**src/rtl/sram_pkg.sv**
```systemverilog
// Shared defaults, FSM encoding and fault-entry layout for the single-port BIST target SRAM.
package sram_pkg;

    localparam int DEF_WORD_W     = 4;
    localparam int DEF_ADDR_W     = 8;
    localparam int DEF_READ_LAT   = 1;
    localparam int DEF_NUM_FAULTS = 4;

    typedef enum logic {
        S_INIT,
        S_READY
    } state_t;

    // Entry layout at the default widths; the fault table re-declares it at instance widths.
    typedef struct packed {
        logic                  en;
        logic [DEF_ADDR_W-1:0] addr;
        logic [DEF_WORD_W-1:0] sa0;
        logic [DEF_WORD_W-1:0] sa1;
    } flt_entry_t;

    function automatic int flt_idx_w(input int n);
        return (n > 1) ? $clog2(n) : 1;
    endfunction

endpackage

```
**src/rtl/sram_fault_table.sv**
```systemverilog
// Programmable stuck-at fault table: NUM_FAULTS entries, combinational address match
// producing OR-ed stuck-at-0 / stuck-at-1 masks for the looked-up address.
module sram_fault_table
    import sram_pkg::*;
#(
    parameter int WORD_W     = DEF_WORD_W,
    parameter int ADDR_W     = DEF_ADDR_W,
    parameter int NUM_FAULTS = DEF_NUM_FAULTS,
    parameter int IDX_W      = flt_idx_w(NUM_FAULTS)
) (
    input  logic              clk_i,
    input  logic              rst_i,
    input  logic              wr_i,
    input  logic [IDX_W-1:0]  idx_i,
    input  logic              en_i,
    input  logic [ADDR_W-1:0] addr_i,
    input  logic [WORD_W-1:0] sa0_i,
    input  logic [WORD_W-1:0] sa1_i,
    input  logic [ADDR_W-1:0] lkp_addr_i,
    output logic [WORD_W-1:0] sa0_o,
    output logic [WORD_W-1:0] sa1_o
);

    typedef struct packed {
        logic              en;
        logic [ADDR_W-1:0] addr;
        logic [WORD_W-1:0] sa0;
        logic [WORD_W-1:0] sa1;
    } entry_t;

    entry_t tbl_q [NUM_FAULTS];

    // Indices beyond NUM_FAULTS-1 (non power-of-two tables) match no entry and are dropped.
    always_ff @(posedge clk_i or posedge rst_i) begin
        if (rst_i) begin
            for (int i = 0; i < NUM_FAULTS; i++) begin
                tbl_q[i] <= '0;
            end
        end else if (wr_i) begin
            for (int i = 0; i < NUM_FAULTS; i++) begin
                if (idx_i == IDX_W'(i)) begin
                    tbl_q[i] <= '{en: en_i, addr: addr_i, sa0: sa0_i, sa1: sa1_i};
                end
            end
        end
    end

    always_comb begin
        sa0_o = '0;
        sa1_o = '0;
        for (int i = 0; i < NUM_FAULTS; i++) begin
            if (tbl_q[i].en && (tbl_q[i].addr == lkp_addr_i)) begin
                sa0_o = sa0_o | tbl_q[i].sa0;
                sa1_o = sa1_o | tbl_q[i].sa1;
            end
        end
    end

endmodule

```
**src/rtl/sram_sp_bist_target.sv**
```systemverilog
// Single-port SRAM under test for the BIST engine: init sweep, stuck-at fault masking
// on reads, and a 1- or 2-cycle read pipeline.
//   state   | meaning
//   S_INIT  | sweeping INIT_VAL through every word, accesses ignored, busy=1
//   S_READY | serving req reads/writes, init_start restarts the sweep
module sram_sp_bist_target
    import sram_pkg::*;
#(
    parameter int              WORD_W     = DEF_WORD_W,
    parameter int              ADDR_W     = DEF_ADDR_W,
    parameter int              READ_LAT   = DEF_READ_LAT,
    parameter int              NUM_FAULTS = DEF_NUM_FAULTS,
    parameter logic [WORD_W-1:0] INIT_VAL = '0
) (
    input  logic                                 clk_i,
    input  logic                                 rst_i,
    input  logic                                 init_start_i,
    output logic                                 busy_o,
    input  logic                                 req_i,
    input  logic                                 we_i,
    input  logic [ADDR_W-1:0]                    addr_i,
    input  logic [WORD_W-1:0]                    data_in_i,
    output logic [WORD_W-1:0]                    data_out_o,
    output logic                                 rd_valid_o,
    input  logic                                 flt_wr_i,
    input  logic [flt_idx_w(NUM_FAULTS)-1:0]     flt_idx_i,
    input  logic                                 flt_en_i,
    input  logic [ADDR_W-1:0]                    flt_addr_i,
    input  logic [WORD_W-1:0]                    flt_sa0_i,
    input  logic [WORD_W-1:0]                    flt_sa1_i
);

    localparam int DEPTH = 1 << ADDR_W;

    state_t            state_q, state_d;
    logic [ADDR_W-1:0] cnt_q, cnt_d;

    logic              acc_ok;
    logic              rd_issue;
    logic              wr_en;
    logic [ADDR_W-1:0] wr_addr;
    logic [WORD_W-1:0] wr_data;
    logic [WORD_W-1:0] mem_q [DEPTH];

    logic [WORD_W-1:0] sa0_mask, sa1_mask;
    logic [WORD_W-1:0] rd_masked;

    logic              s0_vld_q;
    logic [WORD_W-1:0] s0_data_q;
    logic              last_vld;
    logic [WORD_W-1:0] last_data;
    logic              rd_valid_q;
    logic [WORD_W-1:0] data_out_q;

    always_ff @(posedge clk_i or posedge rst_i) begin
        if (rst_i) begin
            state_q <= S_INIT;
            cnt_q   <= '0;
        end else begin
            state_q <= state_d;
            cnt_q   <= cnt_d;
        end
    end

    always_comb begin
        state_d = state_q;
        cnt_d   = cnt_q;
        if (state_q == S_INIT) begin
            cnt_d = cnt_q + ADDR_W'(1);
            if (cnt_q == '1) begin
                state_d = S_READY;
            end
        end else if (init_start_i) begin
            state_d = S_INIT;
            cnt_d   = '0;
        end
    end

    assign busy_o   = (state_q == S_INIT);
    assign acc_ok   = (state_q == S_READY) && req_i && !init_start_i;
    assign rd_issue = acc_ok && !we_i;

    // The sweep owns the single port while in S_INIT; nothing is written during reset.
    always_comb begin
        wr_en   = 1'b0;
        wr_addr = addr_i;
        wr_data = data_in_i;
        if (!rst_i) begin
            if (state_q == S_INIT) begin
                wr_en   = 1'b1;
                wr_addr = cnt_q;
                wr_data = INIT_VAL;
            end else if (acc_ok && we_i) begin
                wr_en = 1'b1;
            end
        end
    end

    always_ff @(posedge clk_i) begin
        if (wr_en) begin
            mem_q[wr_addr] <= wr_data;
        end
    end

    sram_fault_table #(
        .WORD_W     (WORD_W),
        .ADDR_W     (ADDR_W),
        .NUM_FAULTS (NUM_FAULTS)
    ) u_fault_table (
        .clk_i      (clk_i),
        .rst_i      (rst_i),
        .wr_i       (flt_wr_i),
        .idx_i      (flt_idx_i),
        .en_i       (flt_en_i),
        .addr_i     (flt_addr_i),
        .sa0_i      (flt_sa0_i),
        .sa1_i      (flt_sa1_i),
        .lkp_addr_i (addr_i),
        .sa0_o      (sa0_mask),
        .sa1_o      (sa1_mask)
    );

    // SA1 is applied last so it wins over SA0 on overlapping bits.
    assign rd_masked = (mem_q[addr_i] & ~sa0_mask) | sa1_mask;

    always_ff @(posedge clk_i or posedge rst_i) begin
        if (rst_i) begin
            s0_vld_q  <= 1'b0;
            s0_data_q <= '0;
        end else begin
            s0_vld_q <= rd_issue;
            if (rd_issue) begin
                s0_data_q <= rd_masked;
            end
        end
    end

    generate
        if (READ_LAT == 2) begin : g_lat2
            logic              s1_vld_q;
            logic [WORD_W-1:0] s1_data_q;

            always_ff @(posedge clk_i or posedge rst_i) begin
                if (rst_i) begin
                    s1_vld_q  <= 1'b0;
                    s1_data_q <= '0;
                end else begin
                    s1_vld_q <= s0_vld_q;
                    if (s0_vld_q) begin
                        s1_data_q <= s0_data_q;
                    end
                end
            end

            assign last_vld  = s1_vld_q;
            assign last_data = s1_data_q;
        end else begin : g_lat1
            assign last_vld  = s0_vld_q;
            assign last_data = s0_data_q;
        end
    endgenerate

    always_ff @(posedge clk_i or posedge rst_i) begin
        if (rst_i) begin
            rd_valid_q <= 1'b0;
            data_out_q <= '0;
        end else begin
            rd_valid_q <= last_vld;
            if (last_vld) begin
                data_out_q <= last_data;
            end
        end
    end

    assign rd_valid_o = rd_valid_q;
    assign data_out_o = data_out_q;

endmodule

```
**config.mk**
```make
export PLATFORM = sky130hd
export DESIGN_NAME = sram_sp_bist_target
export DESIGN_NICKNAME = d
export VERILOG_FILES = /design/src/rtl/sram_pkg.sv /design/src/rtl/sram_fault_table.sv /design/src/rtl/sram_sp_bist_target.sv
export SDC_FILE = /design/constraint.sdc
export NUM_CORES = 1
export LEC_CHECK = 0
export CAP_MARGIN = 20
export CORE_MARGIN = 5
export CORE_UTILIZATION = 30
export DETAILED_ROUTE_END_ITERATION = 7
export GPL_ROUTABILITY_DRIVEN = 0
export PLACE_DENSITY = 0.41
export SLEW_MARGIN = 0
export SYNTH_ARGS = -nofsm -noshare
export SYNTH_HDL_FRONTEND = slang
export SYNTH_HIERARCHICAL = 1
export SYNTH_SLANG_ARGS = --single-unit
```
**constraint.sdc**
```tcl
create_clock -name clk_i -period 13.2 [get_ports clk_i]
set_input_delay 2.64 -clock clk_i [delete_from_list [all_inputs] [get_ports clk_i]]
set_output_delay 2.64 -clock clk_i [all_outputs]
set_load 0.01 [all_outputs]
```
==> results_dict.tcl, run 1 <==
set metrics [dict create \
    cp_slowest_cell "nand3_1" \
    clock_sinks 1111 \
    power_switching_mw 1.85 \
    fp.coreArea_mm2 0.150 \
    timing.final.crit_period_ps 6630 \
    holdBufCountCts 0 \
    r2r_slack_ps 9050 \
    cp_max_fo 20 \
    htreeDepth 3 \
    irDropWorstVdd_mv 0.100 \
    clockRootBuffer "clkbuf_16" \
    numCtsBuffers 121 \
    startpoint "rst_i" \
    finalHoldWorstSlack_ps 505 \
    initial_utilization 0.302 \
    syn_nets 2459 \
    design_area_mm2 0.0516 \
    endpoint_kind "flop" \
    critPathCapture "mem_q[81][1]" \
    postCtsResizedCells 0 \
    multi_input_area_mm2 0.0113 \
    pin_count 43 \
    fp.dieH_um 398 \
    crit_type "input port to flop" \
    track_usage 0.161 \
    setup_viol 0 \
    grt_max_degree 187 \
    hold_class "flop to flop" \
    portBuffers 42 \
    start_kind "input port" \
    dp_hpwl_um 79500 \
    hold_viol_final 0 \
    syn_inst 2421 \
    relSlewSlack 0.189 \
    slowest_delay_ps 1000 \
    r2r-end "mem_q[233][1]" \
    cap_violations 0 \
    clockPowerShare 0.426 \
    setup_tns_ps 0 \
    via_per_inst 5.01 \
    core.rowCount 142 \
    clockBufferDepth 3 \
    drv_slew 0 \
    antenna_found_initial 8 \
    synth_top_area_cell "edfxtp_1" \
    ys_warn_count 6 \
    chipWidth_um 398 \
    async_reset_ff_frac 0.0783 \
    drcViolationCount 0 \
    grt_pass1_wl_um 183000 \
    finalNonFillerCells 4604 \
    drive_above_1_share 0.212 \
    grt-ovfl-total 0 \
    synth_most_common_cell "edfxtp_1" \
    routed_wl_um 128000 \
    ys_dominant_reg_cell "edfxtp_1" \
    dpl_worst_slack_ps 5820 \
    rsz0062_at_grt "false" \
    regArea_mm2 0.0329 \
    required_ps 13570 \
    status "complete, no violations" \
    fmax_mhz 151 \
    syn_to_final_growth_pct 14.2 \
    leakage_nw 16.4 \
    ant_nets 0 \
    syn_area_mm2 0.0452 \
    reg2regPathDepth 5 \
    synth_cell_type_count 66 \
    synth_top_area_frac 0.680 \
    crit_chain "clkdlybuf4s50_1, inv_1, nand2_1, o31ai_1, nand3_1, nor2_1" \
    firstDrtPassIters 5 \
    p_sw_frac 0.233 \
    setup_slack_ps 6570 \
    finalPower_mw 7.94 \
    placed_cell_area_mm2 0.0476 \
    clk_pin_slew_ps 60 \
    wl_per_cell_um 27.8 \
    r2r-start "state_q" \
    num_vias 23100 \
    cts_tree "done" \
    fin_nets 2521 \
    combPwrFrac 0.074 \
    fin_crit_sh 0.503 \
    finClkSkew_ps 30.4 \
    synth_area_per_cell_um2 18.7 \
    power_density_mw_per_mm2 154 \
    grt_pass1_vias 24300 \
    dp_cells 4375 \
    yosysSeqAreaShare 0.729 \
    seqPwrFrac 0.500 \
    tightest_slew_ps 1220 \
    utilization 0.344 \
    synth_common_cells "edfxtp_1, nor2_1, mux4_2" \
    critPathArrivalTime_ps 7000 \
    intPower_mw 6.09 \
    first_iter_violations 2003 \
    postCtsSetupRepairBufs 0 \
    fillCellCount 14000 \
    synth.area.top_cells "edfxtp_1, mux4_2, dfrtp_1" \
    ys_ff_latch 1111 \
    dieArea_mm2 0.159 \
    synth-edff-count 1024 \
    clk_latency_ps 730 \
]
## cell families (layout without fill, tap and decap cells)
group | after synthesis | count (layout) | synth area share
adders and majority gates | 1 | 1 | 0.000277
DFF | 1111 | 1111 | 0.729
xor gates and xnor gates | 33 | 33 | 0.00673
muxes | 423 | 423 | 0.162
AOI/OAI and AO/OA | 189 | 189 | 0.0297
other | 0 | 3 | 0
and+or+nand+nor | 513 | 513 | 0.0500
buffers and inverters | 151 | 315 | 0.0227
## per-layer routing
layer / GRT usage / wire (µm) / vias up
met4: 0.0514 / 4190 / 5
met3: 0.0336 / 6880 / 194
met2: 0.259 / 60900 / 654
met1: 0.217 / 55600 / 12300
li1: - / - / 9886
met5: 0.00862 / 207 / -
## state kept, by name (all words and copies together) (netlist names)
register / count
cnt_q: 8
data_out_o: 4
last_data: 4
last_vld: 1
mem_q: 1024
rd_valid_o: 1
state_q: 1
u_fault_table/tbl_q: 68
## final cells by class
cell class	instances	share of cell area
Tap cell	2016	0.0489
Timing Repair Buffer	83	0.0156
Clock buffer	147	0.0621
Inverter	7	0.000509
Sequential cell	1111	0.638
Antenna cell	3	0.000146
Clock inverter	78	0.0147
Multi-Input combinational cell	1159	0.220
## cells in the final DEF (no fill, tap or decap), types with 5 or more instances in the layout
cell	synthesis	layout
nand2_1	94	93
mux4_1	30	30
nor2b_1	10	6
o21ai_0	23	23
a2111oi_0	5	5
a31oi_1	7	7
edfxtp_1	1024	1024
clkinv_1	1	25
xnor2_1	27	27
a21oi_1	28	27
mux4_2	200	200
a211oi_1	6	6
o211ai_1	5	5
clkbuf_16	0	121
clkdlybuf4s50_1	0	37
nor2_1	286	285
clkinv_2	0	29
nand2b_1	9	8
mux2_2	76	76
buf_4	14	35
nand3_2	2	14
nand3b_1	10	10
o21ai_1	6	6
a22o_1	5	5
o22ai_1	26	26
mux2i_1	117	117
clkbuf_8	0	8
nand3_1	45	33
nand4_1	5	5
o221ai_1	34	34
nor3_1	25	25
clkbuf_1	56	18
a22oi_1	18	18
bufinv_16	0	13
dfrtp_1	87	87
clkinvlp_4	0	5
## critical path: cells and delay by family
kind / cells / cell delay, ps
AND/OR/NAND/NOR: 3 / 2090
buffers and inverters: 2 / 1280
AO/OA/AOI/OAI: 1 / 970
## worst min path at each step
| stage | from | to | depth (start not counted) |
|---|---|---|---|
| floorplan | last_vld | rd_valid_o | 0 |
| global placement | u_fault_table/tbl_q[16] | u_fault_table/tbl_q[16] | 1 |
| detailed placement | u_fault_table/tbl_q[33] | u_fault_table/tbl_q[33] | 1 |
| CTS | u_fault_table/tbl_q[50] | u_fault_table/tbl_q[50] | 1 |
| global route | last_data[0] | data_out_o[0] | 1 |
| finish | u_fault_table/tbl_q[41] | u_fault_table/tbl_q[41] | 1 |
## power by group through the flow
| stage | combinational, mW | sequential (mW) | clock, mW |
|---|---|---|---|
| after floorplan | 0.380 | 4.03 | 0 |
| after global placement | 0.598 | 4.04 | 0 |
| after detailed placement | 0.604 | 4.04 | 0 |
| after CTS | 0.605 | 3.97 | 3.47 |
| after global routing | 0.635 | 3.98 | 3.61 |
| final | 0.591 | 3.97 | 3.38 |
No activity file was read; power rests on OpenSTA's default activity.
==> run 2, diff against run 1 <==
Settings changed: PLACE_DENSITY 0.41 to 0.42.
Clock period 13.2 ns to 5.8 ns, I/O delays scaled along.
==> run 2 against run 1 <==
  * Sequential share of layout area fell by 0.27 points
  * Total power rose by 130%
  * Combinational power rose by 130%
  * Largest power group unchanged
==> results_dict.tcl, run 2 (synthesis gave the netlist of run 1 again) <==
set metrics [dict create \
    syn_to_final_growth_pct 14.6 \
    antenna_found_initial 2 \
    numCtsBuffers 117 \
    grt_pass1_vias 24600 \
    relSlewSlack 0.267 \
    routed_wl_um 128000 \
    required_ps 6420 \
    r2r-end "mem_q[199][3]" \
    status "complete, no violations" \
    fp.coreArea_mm2 0.150 \
    htreeDepth 3 \
    clockBufferDepth 3 \
    setup_viol 0 \
    final_cell_mix "edfxtp_1, nor2_1, mux4_2" \
    clockRootBuffer "clkbuf_16" \
    initial_utilization 0.302 \
    drv_slew 0 \
    num_vias 23100 \
    path_common_cell "buf_4" \
    portBuffers 42 \
    drcViolationCount 0 \
    finalHoldWorstSlack_ps 501 \
    grt_max_degree 177 \
    cp_max_fo 14 \
    whs_endpoint "rd_valid_o" \
    fin_crit_sh 0.708 \
    critPathArrivalTime_ps 4730 \
    grt-ovfl-total 0 \
    hold_depth 0 \
    tightest_slew_ps 1100 \
    postCtsSetupRepairBufs 0 \
    power_density_mw_per_mm2 346 \
    cts_tree "done" \
    grt_pass1_wl_um 185000 \
    holdBufCountCts 0 \
    clk_pin_slew_ps 60 \
    fin_nets 2565 \
    top_regs "mem_q x1024, u_fault_table/tbl_q x68, cnt_q x8" \
    postCtsResizedCells 0 \
    rsz0062_at_grt "false" \
    r2r-start "state_q" \
    chipWidth_um 398 \
    start_kind "input port" \
    num_antenna_cells 0 \
    hold_path.startpoint "last_vld" \
    final_common_cell "edfxtp_1" \
    endpoint_kind "flop" \
    cp_slowest_cell "clkdlybuf4s50_1" \
    fillCellCount 14000 \
    wl_per_cell_um 27.7 \
    crit_type "input port to flop" \
    setup_tns_ps 0 \
    slowest_delay_ps 920 \
    fmax_mhz 244 \
    fp.dieH_um 398 \
    track_usage 0.162 \
    irDropWorstVdd_mv 0.239 \
    ant_nets 0 \
    firstDrtPassIters 5 \
    crit_chain "clkdlybuf4s50_1, buf_4, and2_1, buf_4, nand2_1, o22ai_1, a2111oi_1, buf_4, and3_1, nor3_2" \
    clk_latency_ps 740 \
    hold_class "flop to flop" \
    leakage_nw 16.5 \
    clock_sinks 1111 \
    finClkSkew_ps 30.8 \
    hold_viol_final 0 \
    dieArea_mm2 0.159 \
    dp_hpwl_um 82900 \
    pin_count 43 \
    core.rowCount 142 \
    r2r_slack_ps 2250 \
    top_register "mem_q" \
    via_per_inst 4.99 \
    drive_above_1_share 0.219 \
    timing.final.crit_period_ps 4100 \
    reg2regPathDepth 5 \
    first_iter_violations 1977 \
    cap_violations 0 \
    largest_register_ffs 1024 \
]
-- run 2: cell types whose count changed in the layout (fill, tap and decap cells not counted), moves of 2 or more --
cell / change
buf_4: +41
clkbuf_8: -8
inv_6: +2
clkinv_1: -6
diode_2: -3
nand3_2: -12
nand3_1: +12
clkinv_2: -2
inv_16: -3
clkbuf_1: +5
buf_12: +8
-- run 2: critical path: cells and delay by family --
kind,cells,cell delay (ps)
buffers and inverters,4,1820
AO/OA/AOI/OAI,2,890
AND/OR/NAND/NOR,4,840
-- run 2: how the worst max path moves through the flow --
stage                    from            to  slack [ps]  depth (start not counted)
floorplan               rst_i   mem_q[0][0]        -210                          3
global placement    addr_i[5]  last_data[1]         930                         10
detailed placement  addr_i[5]  last_data[1]         970                         10
CTS                 addr_i[5]  last_data[1]        1780                         10
global route        addr_i[5]  last_data[1]        1640                         10
finish              addr_i[5]  last_data[1]        1700                         10
-- run 2: cell type report --
| type | count | area, µm² | share of cell area |
|---|---|---|---|
| clock buffers | 143 | 3090 | 0.0596 |
| multi-input cells | 1159 | 11300 | 0.218 |
| repair buffers | 131 | 1250 | 0.0241 |
| inverters | 7 | 26.3 | 0.000507 |
| well taps | 2016 | 2520 | 0.0487 |
| flip-flops and latches | 1111 | 32900 | 0.636 |
| clock inverters | 73 | 722 | 0.0139 |
-- run 2: through the flow --
stage	setup WS, ps	power (mW)	cells	cell area, µm²	utilization
after floorplan	-206	10.0	2421	45200	-
after global placement	928	10.6	4423	48000	0.320
after detailed placement	972	10.6	4424	48000	0.320
after CTS	1780	18.1	4640	51800	0.346
after global routing	1640	18.5	4640	51800	0.346
final	1700	17.9	4640	51800	0.346
-- run 2: where the power goes --
group | total, mW | switching [mW] | internal [mW]
sequential | 9.03 | 0.124 | 8.91
combinational | 1.38 | 0.897 | 0.485
clock | 7.50 | 3.15 | 4.35
-- run 2: per-layer routing --
| metal | routed length (µm) | global-route usage | share of wire | vias to the layer above |
|---|---|---|---|---|
| met5 | 0 | 0 | 0 | - |
| met4 | 2500 | 0.0356 | 0.019 | 0 |
| met3 | 5130 | 0.0261 | 0.040 | 156 |
| met2 | 63300 | 0.271 | 0.49 | 547 |
| met1 | 57500 | 0.223 | 0.45 | 12500 |
| li1 | - | - | - | 9965 |
